## config.mk

```make
export PLATFORM = sky130hd
export DESIGN_NAME = vga_timing_gen
export DESIGN_NICKNAME = d
export VERILOG_FILES = /design/src/rtl/vga_timing_gen.sv
export SDC_FILE = /design/constraint.sdc
export NUM_CORES = 1
export LEC_CHECK = 0
export CORE_AREA = 5 5 85 87
export CTS_CLUSTER_SIZE = 20
export DETAILED_ROUTE_END_ITERATION = 16
export DIE_AREA = 0 0 90 92
export DONT_BUFFER_PORTS = 1
export GPL_ROUTABILITY_DRIVEN = 0
export HOLD_SLACK_MARGIN = 0.08
export PLACE_DENSITY_LB_ADDON = 0.2
export RECOVER_POWER = 100
export SYNTH_ARGS = -nofsm -noshare
export SYNTH_HDL_FRONTEND = slang
export SYNTH_SLANG_ARGS = --single-unit
```

## constraint.sdc

```tcl
create_clock -name clk -period 2.4 [get_ports clk]
set_input_delay 0.36 -clock clk [delete_from_list [all_inputs] [get_ports clk]]
set_output_delay 0.36 -clock clk [all_outputs]
set_load 0.03 [all_outputs]
```

## src/rtl/vga_timing_gen.sv

```systemverilog
// Parametrised VGA timing generator: pixel/line counters, blanking, sync and
// line/frame start strobes, all registered and advanced only on en.
module vga_timing_gen #(
  parameter int H_ACTIVE  = 1024,
  parameter int H_FP      = 24,
  parameter int H_SYNC    = 136,
  parameter int H_BP      = 160,
  parameter int V_ACTIVE  = 768,
  parameter int V_FP      = 3,
  parameter int V_SYNC    = 6,
  parameter int V_BP      = 29,
  parameter bit HSYNC_POL = 1'b1,
  parameter bit VSYNC_POL = 1'b1,
  parameter int CNT_W     = 11
) (
  input  logic             clk,
  input  logic             rst,
  input  logic             en,
  output logic [CNT_W-1:0] hcount,
  output logic [CNT_W-1:0] vcount,
  output logic             hblnk,
  output logic             vblnk,
  output logic             hsync,
  output logic             vsync,
  output logic             line_start,
  output logic             frame_start
);

  localparam int H_TOTAL     = H_ACTIVE + H_FP + H_SYNC + H_BP;
  localparam int V_TOTAL     = V_ACTIVE + V_FP + V_SYNC + V_BP;
  localparam int HSYNC_START = H_ACTIVE + H_FP;
  localparam int HSYNC_STOP  = HSYNC_START + H_SYNC - 1;
  localparam int VSYNC_START = V_ACTIVE + V_FP;
  localparam int VSYNC_STOP  = VSYNC_START + V_SYNC - 1;

  localparam logic [CNT_W-1:0] H_LAST  = CNT_W'(H_TOTAL - 1);
  localparam logic [CNT_W-1:0] V_LAST  = CNT_W'(V_TOTAL - 1);
  localparam logic [CNT_W-1:0] H_ACT_C = CNT_W'(H_ACTIVE);
  localparam logic [CNT_W-1:0] V_ACT_C = CNT_W'(V_ACTIVE);
  localparam logic [CNT_W-1:0] HS_LO   = CNT_W'(HSYNC_START);
  localparam logic [CNT_W-1:0] HS_HI   = CNT_W'(HSYNC_STOP);
  localparam logic [CNT_W-1:0] VS_LO   = CNT_W'(VSYNC_START);
  localparam logic [CNT_W-1:0] VS_HI   = CNT_W'(VSYNC_STOP);

  if (H_SYNC == 0 || V_SYNC == 0 || H_ACTIVE == 0 || V_ACTIVE == 0) begin : g_bad_zero
    $error("vga_timing_gen: H_SYNC, V_SYNC, H_ACTIVE and V_ACTIVE must be non-zero");
  end
  if (H_TOTAL > (1 << CNT_W) || V_TOTAL > (1 << CNT_W)) begin : g_bad_width
    $error("vga_timing_gen: CNT_W too small for H_TOTAL/V_TOTAL");
  end

  logic             h_wrap;
  logic             v_wrap;
  logic [CNT_W-1:0] h_nxt;
  logic [CNT_W-1:0] v_nxt;
  logic             hblnk_nxt;
  logic             vblnk_nxt;
  logic             hsync_nxt;
  logic             vsync_nxt;

  // Flags are derived from the next counts so they land in the same cycle as the counts.
  always_comb begin
    h_wrap    = (hcount >= H_LAST);
    v_wrap    = (vcount >= V_LAST);
    h_nxt     = h_wrap ? '0 : hcount + CNT_W'(1);
    v_nxt     = vcount;
    if (h_wrap) begin
      v_nxt = v_wrap ? '0 : vcount + CNT_W'(1);
    end
    hblnk_nxt = (h_nxt >= H_ACT_C);
    vblnk_nxt = (v_nxt >= V_ACT_C);
    hsync_nxt = ~(((h_nxt >= HS_LO) && (h_nxt <= HS_HI)) ^ HSYNC_POL);
    vsync_nxt = ~(((v_nxt >= VS_LO) && (v_nxt <= VS_HI)) ^ VSYNC_POL);
  end

  always_ff @(posedge clk or posedge rst) begin
    if (rst) begin
      hcount      <= '0;
      vcount      <= '0;
      hblnk       <= 1'b0;
      vblnk       <= 1'b0;
      hsync       <= ~HSYNC_POL;
      vsync       <= ~VSYNC_POL;
      line_start  <= 1'b0;
      frame_start <= 1'b0;
    end else if (en) begin
      hcount      <= h_nxt;
      vcount      <= v_nxt;
      hblnk       <= hblnk_nxt;
      vblnk       <= vblnk_nxt;
      hsync       <= hsync_nxt;
      vsync       <= vsync_nxt;
      line_start  <= h_wrap;
      frame_start <= h_wrap & v_wrap;
    end
  end

endmodule

```

==> results of run 1 <==
## worst reg2reg max path, stage by stage (launching register included)
cell and delay (ns):
dfrtp_1 0.38, buf_4 0.21, nand4_1 0.18, nor2_1 0.20, or4bb_1 0.53, a211oi_2 0.31
o2111ai_1 0.15, a22oi_1 0.21
## timing repair
action,CTS,global route
setup endpoints to repair,0,2
hold endpoints to repair,28,0
hold buffers,1,0
gates resized for setup,0,3
## flip-flops by register name, indices dropped and copies added, names as in the netlist
register,count
frame_start,1
hblnk,1
hcount,11
hsync,1
line_start,1
vblnk,1
vcount,11
vsync,1
## where the power goes
group | leakage (nW) | total, W | internal, W | switching [W]
Sequential | 0.367 | 0.000564 | 0.000526 | 0.0000380
Combinational | 0.499 | 0.000461 | 0.000138 | 0.000323
Clock | 0.0288 | 0.000313 | 0.000148 | 0.000165
## metrics by stage
stage | total power (W) | cell area [µm²]
5_1_grt | 0.00144 | 2140
6_report | 0.00134 | 2140
4_1_cts | 0.00140 | 2200
3_3_place_gp | 0.00107 | 2130
2_1_floorplan | 0.000903 | 1840
3_5_place_dp | 0.00108 | 2130
## worst min-delay path by stage
stage	slack (ns)	cells after the start	to	from
6_report	0.15	1	vcount[3]$_DFFE_PP0P_	en
5_1_grt	0.13	1	vcount[3]$_DFFE_PP0P_	en
4_1_cts	0.14	1	vcount[3]$_DFFE_PP0P_	en
3_5_place_dp	0.36	2	hcount[3]$_DFFE_PP0P_	rst
3_3_place_gp	0.36	2	vcount[6]$_DFFE_PP0P_	rst
2_1_floorplan	0.43	1	frame_start$_DFFE_PP0P_	rst
## layer usage
layer  vias to the layer above  routed length (µm)
li1                        848                   -
met5                         -                   0
met4                         0                  94
met1                       818                2450
met2                        57                2460
met3                         9                 371
## cells by family after synthesis
kind of cell,count (synthesis),share of synthesized area
buffers and inverters,22,0.0605
multiplexers,2,0.0116
AND/OR/NAND/NOR,78,0.219
flip-flops,28,0.381
XOR/XNOR,2,0.00952
AO/OA/AOI/OAI,75,0.298
adder cells (fa/ha/maj),3,0.0204
## Yosys cell counts, drive strengths merged, types with 3 or more instances
master / instances / area (µm²)
dfrtp: 28 / 701
nand2: 24 / 92.6
o21ai: 22 / 110
nor2: 16 / 67.6
nand3: 10 / 50.1
a21oi: 9 / 45.0
buf: 9 / 62.6
o31ai: 9 / 67.6
inv: 8 / 30.0
and2: 5 / 31.3
and3: 5 / 31.3
clkbuf: 5 / 18.8
a211oi: 4 / 30.0
a21o: 4 / 30.0
and4: 3 / 26.3
ha: 3 / 37.5
nor3: 3 / 15.0
o2bb2ai: 3 / 26.3
o41ai: 3 / 26.3
## cell type report
| class | count | area [µm²] | area share |
|---|---|---|---|
| Clock buffer | 4 | 55.1 | 0.0257 |
| Inverter | 8 | 30.0 | 0.0140 |
| Multi-Input combinational cell | 160 | 1040 | 0.487 |
| Sequential cell | 28 | 702 | 0.328 |
| Tap cell | 77 | 96.3 | 0.0450 |
| Timing Repair Buffer | 38 | 215 | 0.101 |
==> results.toml, run 1 <==
[cts]
insertion_delay_ns = 0.28
cts_tree = "yes"
clock-root-buffer = "clkbuf_8"
cts_buffer_depth = 2
cts_sinks = 28
cts_setup_buffers = 0
htree_num_levels = 1
cts_buffers = 3
path_clk_slew_ns = 0.10

[setup_path]
slowest_stage = "or4bb_1"
reg2reg_from = "vcount[4]$_DFFE_PP0P_"
critPathCaptureType = "flip-flop"
rr_endpoint = "vsync$_DFFE_PP0P_"
cp.depth = 7
cp_num_buf_inv = 1
reg2reg_slack_ns = 0.16
cp.arrival_ns = 2.45
slowest_delay_ns = 0.53
start_kind = "flip-flop"
crit_fanout = 7
path_cells = "buf_4 > nand4_1 > nor2_1 > or4bb_1 > a211oi_2 > o2111ai_1 > a22oi_1"
reg2reg_depth = 7
crit_start = "vcount[4]$_DFFE_PP0P_"
worstSetupPathType = "flip-flop to flip-flop"
critPathTopFamily = "simple AND/OR/NAND/NOR gates"
required_ns = 2.61
cp-endpoint = "vsync$_DFFE_PP0P_"

[synthesis]
synth_area_per_cell_um2 = 8.76
ys_seq_area_frac = 0.381
synth_edf_count = 0
synth.distinct_cells = 56
syn_inst = 210
syn-num-nets = 216
synthArstFlopShare = 1.00
synth_flop_cell = "dfrtp_1"
yosys_warnings = 0
syn-cell-area_um2 = 1840
yosys_register_bits = 28

[floorplan]
initial_core_util = 0.293
die_h_um = 92
die-area_um2 = 8280
die_w_um = 90
top_level_ports = 31
rows = 29
core_area_um2 = 6280

[place]
dp_hpwl_um = 3900
dp_cells = 310
dp_slack_ns = 0.0528
io_buffers = 0

[sta]
slew_viol_final = 0
tns_ns = 0
whs_ns = 0.147
min_period_ns = 2.24
maxSlewHeadroom = 0.502
rsz0062_at_grt = "no"
min_period_over_period = 0.935
finalWorstSetupSlack_ns = 0.155
final-setup-viol-count = 0
tightest_slew_ns = 0.747
hold_viol = 0
clock.fmax_mhz = 445
finClkSkew_ns = 0.00159

[pwr]
powerDensity_nw_per_um2 = 625
p_leak_nw = 0.895
vdd_drop_max_uv = 379

[routing]
drc = 0
drt-total-wl_um = 5370
wl_per_cell_um = 17.1
drtIter0Drc = 99
detail_route.vias_per_cell = 5.50
firstDrtPassIters = 4
vias = 1732
ant_nets = 0

[finish]
n_fill_cell = 666
drive_gt1_frac = 0.151
area_delta_synth_final_pct = 16.2
fin_util = 0.341
final_common_cell = "dfrtp_1"
n_antenna_cell = 0
nets = 245
final_cell_mix = "dfrtp_1, nand2_1, o21ai_0, clkbuf_1, buf_4"
finalNonFillerCells = 315

[global_routing]
grt_pass1_vias = 1689
grt_use_total = 0.132
grt_util_met1 = 0.173
met2_usage = 0.209
grt_pass1_wl_um = 9000
overflow = 0
top_usage_layer = "met2"
antenna_found_initial = 0
use_met3 = 0.0344
grt_start_max_net_pins = 29

[worst_hold_path]
hold_path_class = "input pin to flip-flop"

[run]
max_cap_violations = 0

[run_status]
status = "complete, no violations"
(Power assumes the default switching activity.)
==> run 2, diff against run 1 <==
--- a/config.mk
+++ b/config.mk
@@ -14,6 +14,7 @@
 export HOLD_SLACK_MARGIN = 0.08
 export PLACE_DENSITY_LB_ADDON = 0.2
 export RECOVER_POWER = 100
+export SLEW_MARGIN = 10
 export SYNTH_ARGS = -nofsm -noshare
 export SYNTH_HDL_FRONTEND = slang
 export SYNTH_SLANG_ARGS = --single-unit
==> results of run 2 <==
Same layout as run 1: the final DEF is identical, and so are final timing and power.
==> run 3, diff against run 2 <==
--- a/config.mk
+++ b/config.mk
@@ -5,12 +5,13 @@
 export SDC_FILE = /design/constraint.sdc
 export NUM_CORES = 1
 export LEC_CHECK = 0
+export ABC_CLOCK_PERIOD_IN_PS = 2400
 export CORE_AREA = 5 5 85 87
 export CTS_CLUSTER_SIZE = 20
 export DETAILED_ROUTE_END_ITERATION = 16
 export DIE_AREA = 0 0 90 92
 export DONT_BUFFER_PORTS = 1
-export GPL_ROUTABILITY_DRIVEN = 0
+export GPL_ROUTABILITY_DRIVEN = 1
 export HOLD_SLACK_MARGIN = 0.08
 export PLACE_DENSITY_LB_ADDON = 0.2
 export RECOVER_POWER = 100
==> results of run 3 <==
Same layout as run 1: the final DEF is identical, and so are final timing and power.
